===== src/rtl/health_pkg.sv =====
// Shared definitions for the body-temperature acquisition path.
package health_pkg;

    typedef enum logic [2:0] {
        IDLE,
        WAIT_START,
        START_CHK,
        DATA,
        PARITY,
        STOP
    } state_t;

    localparam int unsigned FRAME_DATA_BITS    = 8;
    localparam int unsigned DEFAULT_RESET_TEMP = 37;

endpackage


===== src/rtl/sync_2ff.sv =====
// Two-flop synchronizer for a single asynchronous line that idles high.
module sync_2ff (
    input  logic clk,
    input  logic rst_n,
    input  logic i_d,
    output logic o_q
);

    logic [1:0] r_sync;

    always_ff @(posedge clk or negedge rst_n) begin
        if (!rst_n) begin
            r_sync <= '1;
        end else begin
            r_sync <= {r_sync[0], i_d};
        end
    end

    assign o_q = r_sync[1];

endmodule


===== src/rtl/temperature_sensor_reader.sv =====
// Periodically requests a conversion from the one-wire temperature sensor,
// deserializes and checks its reply, and publishes validated readings.
module temperature_sensor_reader
    import health_pkg::*;
#(
    parameter int unsigned BIT_CYCLES    = 16,
    parameter int unsigned SAMPLE_PERIOD = 1000,
    parameter int unsigned TIMEOUT_BITS  = 4,
    parameter logic [7:0]  RESET_TEMP    = 8'(DEFAULT_RESET_TEMP)
) (
    input  logic       clk,
    input  logic       rst_n,
    input  logic       enable,
    input  logic       sensorData,
    output logic       sensorStart,
    output logic [7:0] temperature,
    output logic       temperatureValid,
    output logic       frameError,
    output logic       timeoutError
);

    localparam int unsigned TIMEOUT_CYCLES = TIMEOUT_BITS * BIT_CYCLES;
    localparam int unsigned PW = $clog2(SAMPLE_PERIOD);
    localparam int unsigned BW = $clog2(TIMEOUT_CYCLES + 1);
    localparam int unsigned IW = $clog2(FRAME_DATA_BITS);

    localparam logic [PW-1:0] PERIOD_LAST  = PW'(SAMPLE_PERIOD - 1);
    localparam logic [BW-1:0] TIMEOUT_LAST = BW'(TIMEOUT_CYCLES - 1);
    localparam logic [BW-1:0] HALF_LAST    = BW'(BIT_CYCLES / 2 - 1);
    localparam logic [BW-1:0] BIT_LAST     = BW'(BIT_CYCLES - 1);
    localparam logic [IW-1:0] IDX_LAST     = IW'(FRAME_DATA_BITS - 1);

    state_t                     r_state;
    state_t                     w_state_nxt;
    logic [PW-1:0]              r_period_cnt;
    logic [BW-1:0]              r_bit_cnt;
    logic [IW-1:0]              r_idx;
    logic [FRAME_DATA_BITS-1:0] r_data;
    logic                       r_par;
    logic [7:0]                 r_temp;
    logic                       r_start;
    logic                       r_valid;
    logic                       r_ferr;
    logic                       r_tout;

    logic w_line;
    logic w_wrap;
    logic w_bit_last;
    logic w_cnt_clr;
    logic w_shift;
    logic w_par_load;
    logic w_start_nxt;
    logic w_valid_nxt;
    logic w_ferr_nxt;
    logic w_tout_nxt;

    sync_2ff u_sync (
        .clk   (clk),
        .rst_n (rst_n),
        .i_d   (sensorData),
        .o_q   (w_line)
    );

    assign w_wrap     = enable && (r_period_cnt == PERIOD_LAST);
    assign w_bit_last = (r_bit_cnt == BIT_LAST);

    always_comb begin
        w_state_nxt = r_state;
        w_cnt_clr   = 1'b0;
        w_shift     = 1'b0;
        w_par_load  = 1'b0;
        w_start_nxt = 1'b0;
        w_valid_nxt = 1'b0;
        w_ferr_nxt  = 1'b0;
        w_tout_nxt  = 1'b0;
        unique case (r_state)
            IDLE: begin
                if (w_wrap) begin
                    w_state_nxt = WAIT_START;
                    w_start_nxt = 1'b1;
                    w_cnt_clr   = 1'b1;
                end
            end
            WAIT_START: begin
                if (!w_line) begin
                    w_state_nxt = START_CHK;
                    w_cnt_clr   = 1'b1;
                end else if (r_bit_cnt == TIMEOUT_LAST) begin
                    w_state_nxt = IDLE;
                    w_tout_nxt  = 1'b1;
                end
            end
            START_CHK: begin
                if (r_bit_cnt == HALF_LAST) begin
                    w_cnt_clr = 1'b1;
                    if (!w_line) begin
                        w_state_nxt = DATA;
                    end else begin
                        w_state_nxt = IDLE;
                        w_ferr_nxt  = 1'b1;
                    end
                end
            end
            DATA: begin
                if (w_bit_last) begin
                    w_cnt_clr = 1'b1;
                    w_shift   = 1'b1;
                    if (r_idx == IDX_LAST) begin
                        w_state_nxt = PARITY;
                    end
                end
            end
            PARITY: begin
                if (w_bit_last) begin
                    w_cnt_clr   = 1'b1;
                    w_par_load  = 1'b1;
                    w_state_nxt = STOP;
                end
            end
            STOP: begin
                if (w_bit_last) begin
                    w_state_nxt = IDLE;
                    if (w_line && !(^{r_data, r_par})) begin
                        w_valid_nxt = 1'b1;
                    end else begin
                        w_ferr_nxt = 1'b1;
                    end
                end
            end
            default: w_state_nxt = IDLE;
        endcase
        // Dropping enable overrides everything: silent abort, no pulses.
        if (!enable) begin
            w_state_nxt = IDLE;
            w_cnt_clr   = 1'b1;
            w_shift     = 1'b0;
            w_par_load  = 1'b0;
            w_start_nxt = 1'b0;
            w_valid_nxt = 1'b0;
            w_ferr_nxt  = 1'b0;
            w_tout_nxt  = 1'b0;
        end
    end

    always_ff @(posedge clk or negedge rst_n) begin
        if (!rst_n) begin
            r_state <= IDLE;
        end else begin
            r_state <= w_state_nxt;
        end
    end

    always_ff @(posedge clk or negedge rst_n) begin
        if (!rst_n) begin
            r_period_cnt <= '0;
            r_bit_cnt    <= '0;
            r_idx        <= '0;
            r_data       <= '0;
            r_par        <= 1'b0;
            r_temp       <= RESET_TEMP;
            r_start      <= 1'b0;
            r_valid      <= 1'b0;
            r_ferr       <= 1'b0;
            r_tout       <= 1'b0;
        end else begin
            if (!enable || w_wrap) begin
                r_period_cnt <= '0;
            end else begin
                r_period_cnt <= r_period_cnt + 1'b1;
            end
            if (w_cnt_clr) begin
                r_bit_cnt <= '0;
            end else if (r_state != IDLE) begin
                r_bit_cnt <= r_bit_cnt + 1'b1;
            end
            if (w_start_nxt) begin
                r_idx <= '0;
            end else if (w_shift) begin
                r_idx <= r_idx + 1'b1;
            end
            if (w_shift) begin
                r_data <= {r_data[FRAME_DATA_BITS-2:0], w_line};
            end
            if (w_par_load) begin
                r_par <= w_line;
            end
            if (w_valid_nxt) begin
                r_temp <= r_data;
            end
            r_start <= w_start_nxt;
            r_valid <= w_valid_nxt;
            r_ferr  <= w_ferr_nxt;
            r_tout  <= w_tout_nxt;
        end
    end

    assign sensorStart      = r_start;
    assign temperature      = r_temp;
    assign temperatureValid = r_valid;
    assign frameError       = r_ferr;
    assign timeoutError     = r_tout;

endmodule


===== config.mk =====
export PLATFORM = sky130hd
export DESIGN_NAME = temperature_sensor_reader
export DESIGN_NICKNAME = d
export VERILOG_FILES = /design/src/rtl/health_pkg.sv /design/src/rtl/sync_2ff.sv /design/src/rtl/temperature_sensor_reader.sv
export SDC_FILE = /design/constraint.sdc
export NUM_CORES = 1
export LEC_CHECK = 0
export BUFFER_PORTS_ARGS = -buffer_cell sky130_fd_sc_hd__clkbuf_2
export CORE_ASPECT_RATIO = 0.75
export CORE_MARGIN = 2
export CORE_UTILIZATION = 53
export CTS_CLUSTER_SIZE = 8
export DETAILED_ROUTE_END_ITERATION = 8
export PLACE_DENSITY = 0.74
export SYNTH_ARGS = -nofsm -noshare
export SYNTH_HDL_FRONTEND = slang
export SYNTH_SLANG_ARGS = --single-unit

===== constraint.sdc =====
create_clock -name clk -period 1.9 [get_ports clk]
set_input_delay 0.095 -clock clk [delete_from_list [all_inputs] [get_ports clk]]
set_output_delay 0.095 -clock clk [all_outputs]
set_load 0.02 [all_outputs]

* After elaboration in Yosys (flattened, before gate mapping)
Index checks and enable logic that the tools add are counted.
** Operators by class
- Multiplexer cells :: 42
- Add/sub/neg operators :: 3
- Eq/ne operators :: 17
- Reduce and logical (&&, ||, !) cells :: 12
** Operators with widths (number)
- 2-to-1 mux 3 bit :: 11
- 2-to-1 mux 1 bit :: 24
- inequality test 3 bit, second input constant :: 6
- case mux 3 bit (6 select lines) :: 1
- 2-to-1 mux 7 bit :: 2
- adder 10 x 1 -> 10 bit, second input constant :: 1
- == test 10 bit, second input constant :: 1
- 2-to-1 mux 10 bit :: 1
- == test 3 bit, second input constant :: 3
- parity 9 bit :: 1
- adder 7 x 1 -> 7 bit, second input constant :: 1
- == test 7 x 3 -> 1 bit, second input constant :: 1
- == test 7 x 4 -> 1 bit, second input constant :: 1
- == test 7 x 6 -> 1 bit, second input constant :: 1
- AND reduction 7 bit :: 1
- == test 3 x 2 -> 1 bit, second input constant :: 2
- inequality test 4 bit, second input constant :: 1
- case mux 1 bit (4 select lines) :: 1
- nonzero test 2 bit :: 2
- adder 3 x 1 -> 3 bit, second input constant :: 1
- == test 3 x 1 -> 1 bit, second input constant :: 1
- zero test 3 bit :: 1
- nonzero test 3 bit :: 1
- logical AND 1 bit :: 2
- 5 further kinds :: 6
** Word-level totals
- Output and inout port bits :: 12
- Flip-flop bits (word level) :: 46

* Longest topological paths before layout
Gate-level depths: netlist of the first run.
- Depth in word-level cells :: 7
- Gate-level depth with buffers :: 7

* Hierarchy
Synthesis of the first run repeated with hierarchy kept, for this count alone.
** Second synthesis, totals
- Cells, all modules :: 189
- Area, all modules :: 2205.9 um^2
** Modules (own cells, without submodules)
- temperature_sensor_reader :: area each 2153.3 um^2, instances 1, cells each 187
- sync_2ff :: area each 52.6 um^2, instances 1, cells each 2

* Worst setup path after synthesis of the first run
Ideal clock, no wire load.
- Path type :: register -> register
- From :: register r_bit_cnt[0]
- To :: register r_data[1]
- Arrival time :: 1932 ps
- Stages on the path, launching flop included :: 7
- Period minus slack after synthesis :: 2057 ps
- Library setup time :: 125 ps
- Path slack :: -157 ps
- Path buffers :: 1
- Cells stage by stage :: dfrtp_1 > ha_1 > nand3b_4 > or4b_4 > nor3b_2 > buf_6 > mux2_2
** Between the ends
- Word-level cells in the longest chain between the ends :: 4
** RTL lines
- start: declaration :: RTL line temperature_sensor_reader.sv:36 : logic [BW-1:0] r_bit_cnt;
- start signal: assignment :: RTL line temperature_sensor_reader.sv:174 : r_bit_cnt <= r_bit_cnt + 1'b1;
- == test 7 x 4 -> 1 bit :: RTL line temperature_sensor_reader.sv:65 : assign w_bit_last = (r_bit_cnt == BIT_LAST);
- 2-to-1 mux 1 bit :: RTL line temperature_sensor_reader.sv:105 : if (w_bit_last) begin
- 2-to-1 mux 1 bit :: RTL line temperature_sensor_reader.sv:76 : unique case (r_state)
- 2-to-1 mux 1 bit :: RTL line temperature_sensor_reader.sv:133 : if (!enable) begin
- end signal: assignment :: RTL line temperature_sensor_reader.sv:182 : r_data <= {r_data[FRAME_DATA_BITS-2:0], w_line};
- end: declaration :: RTL line temperature_sensor_reader.sv:38 : logic [FRAME_DATA_BITS-1:0] r_data;
No other way between the ends.
A chain may end at the register's enable or synchronous reset.

* Worst setup path after layout of the first run
- From :: register r_bit_cnt[1]
- To :: register r_data[2]
The elaborated chain is that of the path after synthesis.

==> results.sh, run 1 <==
export IMPL_numCtsBuffers=5
export IMPL_reg2regPathDepth=6
export IMPL_async_reset_ff_share_pct=100
export IMPL_coreArea_um2=4050
export IMPL_slew_viol_final=0
export IMPL_synth_cell_types=42
export IMPL_synth_cells=198
export IMPL_drv_cap=0
export IMPL_status="complete, but fails checks"
export IMPL_path_clk_slew_ps=80
export IMPL_diodes=0
export IMPL_cp_arrival_ps=2260
export IMPL_gr_usage_all_layers_pct=22.9
export IMPL_antenna_left=0
export IMPL_worstMarginPinSlew_ps=575
export IMPL_overflow=0
export IMPL_place_ws_ps=-118
export IMPL_ir_drop_mv=0.394
export IMPL_std_cell_rows=20
export IMPL_cpPeakStageDelay_ps=540
export IMPL_yosys_warnings=0
export IMPL_worstPathCellList="ha_4, nand3b_4, or4b_4, nor3b_4, buf_12, mux2_2"
export IMPL_post_synth_top_count_cell="dfrtp_1"
export IMPL_clkLatencyLatePin_ps=300
export IMPL_hp_class="in2reg"
export IMPL_path_depth=6
export IMPL_synth_seq_area_share_pct=51.8
export IMPL_cts_max_level=2
export IMPL_clock_root_buffer="clkbuf_8"
export IMPL_clock_skew_ps=3.76
export IMPL_crit_fanout=11
export IMPL_synthTopCellsByCount="dfrtp_1 (41), nor2_1 (26), mux2_2 (17)"
export IMPL_period_needed_ps=2070
export IMPL_slowest_stage="or4b_4"
export IMPL_die_h_um=60.2
export IMPL_powerDensity_nw_per_um2=698
export IMPL_use_met1_pct=29.4
export IMPL_final_util_pct=69.0
export IMPL_grt_pass1_wl_mm=8.17
export IMPL_holdPathStages=2
export IMPL_first_pass_iters=4
export IMPL_grt_setup_unrepaired="yes"
export IMPL_grt_most_used_layer="met2"
export IMPL_avgSynthCellArea_um2=11.3
export IMPL_cts_sinks=46
export IMPL_num_io_pins=16
export IMPL_wl_mm=4.88
export IMPL_fill_cells=306
export IMPL_drive_gt1_share_pct=34.6
export IMPL_viasPerCell=5.49
export IMPL_post_route_period_util_pct=109
export IMPL_numPortBuffers=15
export IMPL_floorplan_initialDensity_pct=55.1
export IMPL_cts_tree="built"
export IMPL_antenna_found_initial=0
export IMPL_cp_end_kind="flip-flop"
export IMPL_crit_buf_inv=1
export IMPL_grt_pass1_vias=1687
export IMPL_drt_wirelength_per_cell_um=16.7
export IMPL_critPathLaunchType="flip-flop"
export IMPL_dpl_cell_area_um2=2510
export IMPL_power_mw=1.95
export IMPL_grt_max_degree=47
export IMPL_use_met3_pct=4.98
export IMPL_syn_num_nets=206
export IMPL_crit_family="simple AND/OR/NAND/NOR gates"
export IMPL_die_area_um2=4760
export IMPL_whs_ps=150
export IMPL_fin_ws_ps=-171
export IMPL_gp_congestion=0.794
export IMPL_die_x_um=79.0
export IMPL_drcViolationCount=0
export IMPL_ff2ff_setup_slack_ps=-170
export IMPL_power_leakage_nw=1.40
export IMPL_post_dp_hpwl_mm=3.16
export IMPL_synth_top_area_share_pct=45.9
export IMPL_synthTopCellsByArea="dfrtp_1 (46%), mux2_2 (8.6%), dfstp_2 (5.9%)"
export IMPL_critPathRequiredTime_ps=2090
export IMPL_violations="negative setup slack"
export IMPL_final_net_count=244
export IMPL_slew_headroom_pct=61.6
export IMPL_synth_top_area_cell="dfrtp_1"
export IMPL_setup_viol=19
export IMPL_num_vias=1602
export IMPL_fmax_mhz=483
export IMPL_drt_iter0_drc=97
export IMPL_synth_ff_latch_count=46
export IMPL_syn2layout_area_growth_pct=25.1
export IMPL_cts_max_path_buffers=2
export IMPL_synth_main_ff_cell="dfrtp_1"
export IMPL_synthesis_area_um2=2230
export IMPL_final_cell_area_um2=2800
export IMPL_gr_usage_met2_pct=39.2
export IMPL_synth_edf_count=0
export IMPL_hold_violations=0
export IMPL_path_class="reg2reg"
## per-layer routing
| metal | up-vias | routed length, µm | share of wire, % |
|---|---|---|---|
| li1 | 767 | - | - |
| met5 | - | 0 | 0 |
| met3 | 5 | 176 | 3.6 |
| met4 | 0 | 40 | 0.82 |
| met1 | 796 | 2180 | 45 |
| met2 | 34 | 2480 | 51 |
## what timing repair did
action | CTS | global route
pin swaps | 1 | 6
resized for setup | 4 | 13
hold buffers | 2 | 0
gates cloned | 1 | 0
setup endpoints to repair | 18 | 26
hold endpoints to repair | 42 | 0
setup buffers | 2 | 2
## metrics by stage
step / TNS [ps] / instances
floorplan: -693 / 198
global placement: -378 / 277
detailed placement: -1410 / 277
CTS: -1860 / 290
global route: -3570 / 292
finish: -2310 / 292
## final timing paths
check,from,endpoint
max reg2reg,r_bit_cnt[1],r_data[2]
max,r_bit_cnt[1],r_data[2]
min reg2reg,u_sync.r_sync[0],u_sync.r_sync[1]
min,enable,r_period_cnt[4]
max in group asynchronous,rst_n,r_data[1]
min in group asynchronous,rst_n,r_bit_cnt[5]
## cell families after synthesis
kind of cell	count (synthesis)	synth area share [%]
AO/OA/AOI/OAI	20	6.33
XOR/XNOR	20	9.13
adder cells (fa/ha/maj)	4	2.24
buffers and inverters	13	2.52
flip-flops	46	51.8
multiplexers	20	9.91
AND/OR/NAND/NOR	75	18.1
## registers in the layout, indices dropped and copies added, names as in the netlist
| register | flops |
|---|---|
| r_idx | 3 |
| frameError | 1 |
| r_state | 3 |
| r_bit_cnt | 7 |
| temperature | 8 |
| u_sync.r_sync | 2 |
| timeoutError | 1 |
| sensorStart | 1 |
| temperatureValid | 1 |
| r_period_cnt | 10 |
| r_par | 1 |
| r_data | 8 |
## cells in the final DEF (no fill, tap or decap), types with 3 or more instances in the layout
master    Yosys  layout
nor2_1       26      26
buf_4         0      22
dfrtp_1      41      41
nand2_1      10      10
a21oi_1       4       3
mux2_4        0       3
clkbuf_8      0       6
xor2_1        7       7
nand3_1       8       8
ha_1          4       3
o21ai_0       3       3
dfstp_2       5       5
o211ai_1      3       3
mux2_2       17      14
and3_1        6       6
nor2b_1       6       6
xnor2_1      11      10
clkbuf_2      0      15
inv_1         3       3
## power breakdown
part | leakage, nW | internal (mW) | total [mW] | switching [mW]
clock | 0.0714 | 0.561 | 0.899 | 0.338
sequential | 0.622 | 0.987 | 0.992 | 0.00464
combinational | 0.710 | 0.0194 | 0.0592 | 0.0399
total | 1.40 | 1.57 | 1.95 | 0.383
## final cells by class
| cell class | instances | area [µm²] | area share [%] |
|---|---|---|---|
| clock inverters | 2 | 60.1 | 2.15 |
| clock buffers | 6 | 82.6 | 2.95 |
| inverters | 3 | 11.3 | 0.403 |
| flip-flops and latches | 46 | 1160 | 41.4 |
| repair buffers | 40 | 280 | 10.0 |
| multi-input cells | 140 | 1130 | 40.6 |
| well taps | 55 | 68.8 | 2.46 |
Note: power is estimated with default switching activity, not from simulation.
==> inputs of run 2 (changes only) <==
ABC_AREA = 1   (was not set)
CORE_UTILIZATION = 54   (was 53)
GPL_TIMING_DRIVEN = 0   (was not set)
PLACE_DENSITY = 0.75   (was 0.74)
==> run 2 against run 1 <==
Against the previous run: the flow finishes with violations (negative hold slack); clock skew grew 6.5 ps; die area grew 4.6%; maximum frequency up 21%; global-route usage down 1.9 points; first-iteration DRC count is 5.2% higher; cell count increased by 26%; worst setup slack better by 360 ps; design area shrank 4.6%; synthesized cell count grew 44%; non-clock buffer count decreased by 20; clock power down 21%; critical path type unchanged; largest power group unchanged; highest routed layer unchanged.
==> results.sh, run 2 <==
export IMPL_ff_latch_area_um2=1160
export IMPL_timing_rr_end="r_bit_cnt[5]"
export IMPL_antenna_found_initial=0
export IMPL_cts_tree="built"
export IMPL_syn_num_nets=294
export IMPL_period_needed_ps=1710
export IMPL_setup_viol=0
export IMPL_finalSetupTns_ps=0
export IMPL_post_synth_top_count_cell="nand2_1"
export IMPL_viasPerCell=5.02
export IMPL_clock_skew_ps=10.3
export IMPL_dpl_cell_area_um2=2530
export IMPL_drcViolationCount=0
export IMPL_cts_max_path_buffers=2
export IMPL_cts_max_level=2
export IMPL_crit_fanout=7
export IMPL_grt_max_degree=47
export IMPL_final_util_pct=64.2
export IMPL_wl_mm=4.47
export IMPL_drv_cap=0
export IMPL_synth_cells=286
export IMPL_synthesis_area_um2=2390
export IMPL_final_net_count=319
export IMPL_grt_pass1_wl_mm=7.89
export IMPL_overflow=0
export IMPL_drt_wirelength_per_cell_um=12.2
export IMPL_synth_top_area_share_pct=43.0
export IMPL_ff2ff_setup_slack_ps=190
export IMPL_first_pass_iters=4
export IMPL_clkLatencyLatePin_ps=290
export IMPL_avgSynthCellArea_um2=8.35
export IMPL_std_cell_rows=20
export IMPL_gr_usage_all_layers_pct=21.0
export IMPL_antenna_left=0
export IMPL_path_clk_slew_ps=80
export IMPL_hold_violations=13
export IMPL_clock_root_buffer="clkbuf_8"
export IMPL_grt_most_used_layer="met1"
export IMPL_grt_setup_unrepaired="no"
export IMPL_coreArea_um2=4150
export IMPL_critPathLaunchType="flip-flop"
export IMPL_critPathRequiredTime_ps=2070
export IMPL_use_met1_pct=33.0
export IMPL_cts_sinks=46
export IMPL_synth_main_ff_cell="dfrtp_1"
export IMPL_synth_edf_count=0
export IMPL_final_common_cell="nand2_1"
export IMPL_whs_ps=-10.6
export IMPL_numCtsBuffers=5
export IMPL_ir_drop_mv=0.598
export IMPL_diodes=0
export IMPL_post_dp_hpwl_mm=3.25
export IMPL_violations="negative hold slack"
export IMPL_gr_usage_met2_pct=29.4
export IMPL_yosys_warnings=0
export IMPL_synth_seq_area_share_pct=48.5
export IMPL_status="complete, but fails checks"
export IMPL_regMostFlops="r_period_cnt"
export IMPL_slew_viol_final=0
export IMPL_multi_input_comb_area_um2=1100
export IMPL_grt_pass1_vias=1661
export IMPL_largest_reg_flops=10
export IMPL_synth_ff_latch_count=46
export IMPL_powerDensity_nw_per_um2=814
export IMPL_die_h_um=61.6
export IMPL_cp_arrival_ps=1880
export IMPL_path_class="reg2reg"
export IMPL_post_route_period_util_pct=90.2
export IMPL_power_mw=2.17
export IMPL_reg2regPathDepth=6
export IMPL_use_met3_pct=5.57
export IMPL_die_x_um=80.8
export IMPL_timing_rr_start="r_state[0]"
export IMPL_num_vias=1841
export IMPL_power_leakage_nw=1.38
export IMPL_num_io_pins=16
export IMPL_gp_congestion=0.934
export IMPL_final_cell_mix="nand2_1 (85), dfrtp_1 (41), inv_1 (27), nor2_1 (26), nand3_1 (18)"
export IMPL_numPortBuffers=15
export IMPL_slew_headroom_pct=28.5
export IMPL_die_area_um2=4970
export IMPL_hp_class="in2async"
export IMPL_floorplan_initialDensity_pct=57.5
export IMPL_synthTopCellsByArea="dfrtp_1 (43%), nand2_1 (13%), dfstp_2 (5.5%)"
export IMPL_synth_top_area_cell="dfrtp_1"
export IMPL_synthTopCellsByCount="nand2_1 (85), dfrtp_1 (41), inv_1 (27)"
export IMPL_drt_iter0_drc=102
export IMPL_cp_end_kind="flip-flop"
export IMPL_drive_gt1_share_pct=19.2
export IMPL_final_cell_area_um2=2670
export IMPL_fmax_mhz=584
export IMPL_async_reset_ff_share_pct=100
export IMPL_fill_cells=360
export IMPL_worstMarginPinSlew_ps=1070
export IMPL_synth_cell_types=30
export IMPL_syn2layout_area_growth_pct=11.7
[run 2: cells by family after synthesis]
| group | Yosys count | synth area share [%] |
|---|---|---|
| adders and majority gates | 4 | 2.10 |
| DFF | 46 | 48.5 |
| AOI/OAI and AO/OA | 26 | 5.82 |
| xor gates and xnor gates | 7 | 2.57 |
| buffers and inverters | 35 | 5.61 |
| and+or+nand+nor | 168 | 35.4 |
[run 2: worst max-delay path, stage by stage, from the launching register on]
cell and delay (ps):
dfrtp_1 460, nor2_2 180, inv_2 60, nor2_2 210, nand4_1 270, nand3_1 320
nor2_1 90
[run 2: worst max path at each step]
stage                                from            to  slack (ps)  cells past startpoint
final                          r_state[0]  r_bit_cnt[5]         190                      6
after global routing           r_state[0]  r_bit_cnt[5]          10                      6
after CTS                 r_period_cnt[0]    r_state[2]         150                     10
after detailed placement  r_period_cnt[0]    r_state[2]         180                     10
after global placement    r_period_cnt[0]    r_state[2]         210                     10
after floorplan           r_period_cnt[0]    r_state[2]         410                     10
[run 2: report_power, final]
| part | internal (mW) | total, mW | switching [mW] |
|---|---|---|---|
| clock | 0.393 | 0.708 | 0.316 |
| sequential | 1.02 | 1.08 | 0.0567 |
| combinational | 0.128 | 0.380 | 0.252 |
| total | 1.54 | 2.17 | 0.625 |
[run 2: repair_timing]
action | in CTS | in global routing
gates resized for setup | 0 | 0
buffers inserted | 0 | 2
endpoints found under the setup margin | 0 | 4
hold buffers | 1 | 0
endpoints found under the hold margin | 1 | 0
[run 2: stage by stage]
stage	cells	worst slack, ps
after global placement	356	213
after CTS	365	146
final	367	187
after floorplan	286	411
after detailed placement	356	185
after global routing	367	11.5
[run 2: layout make-up]
cell class                      count  share of cell area [%]
Buffer                              2                   0.375
Sequential cell                    46                    43.4
Multi-Input combinational cell    205                    41.1
Tap cell                           55                    2.58
Clock buffer                        6                    2.72
Clock inverter                      2                    1.41
Inverter                           33                    4.65
Timing Repair Buffer               18                    3.75
[run 2: per-layer routing]
metal | up-vias | wire [µm]
li1 | 969 | -
met1 | 825 | 2420
met2 | 45 | 1790
met3 | 2 | 238
met4 | 0 | 19
met5 | - | 0
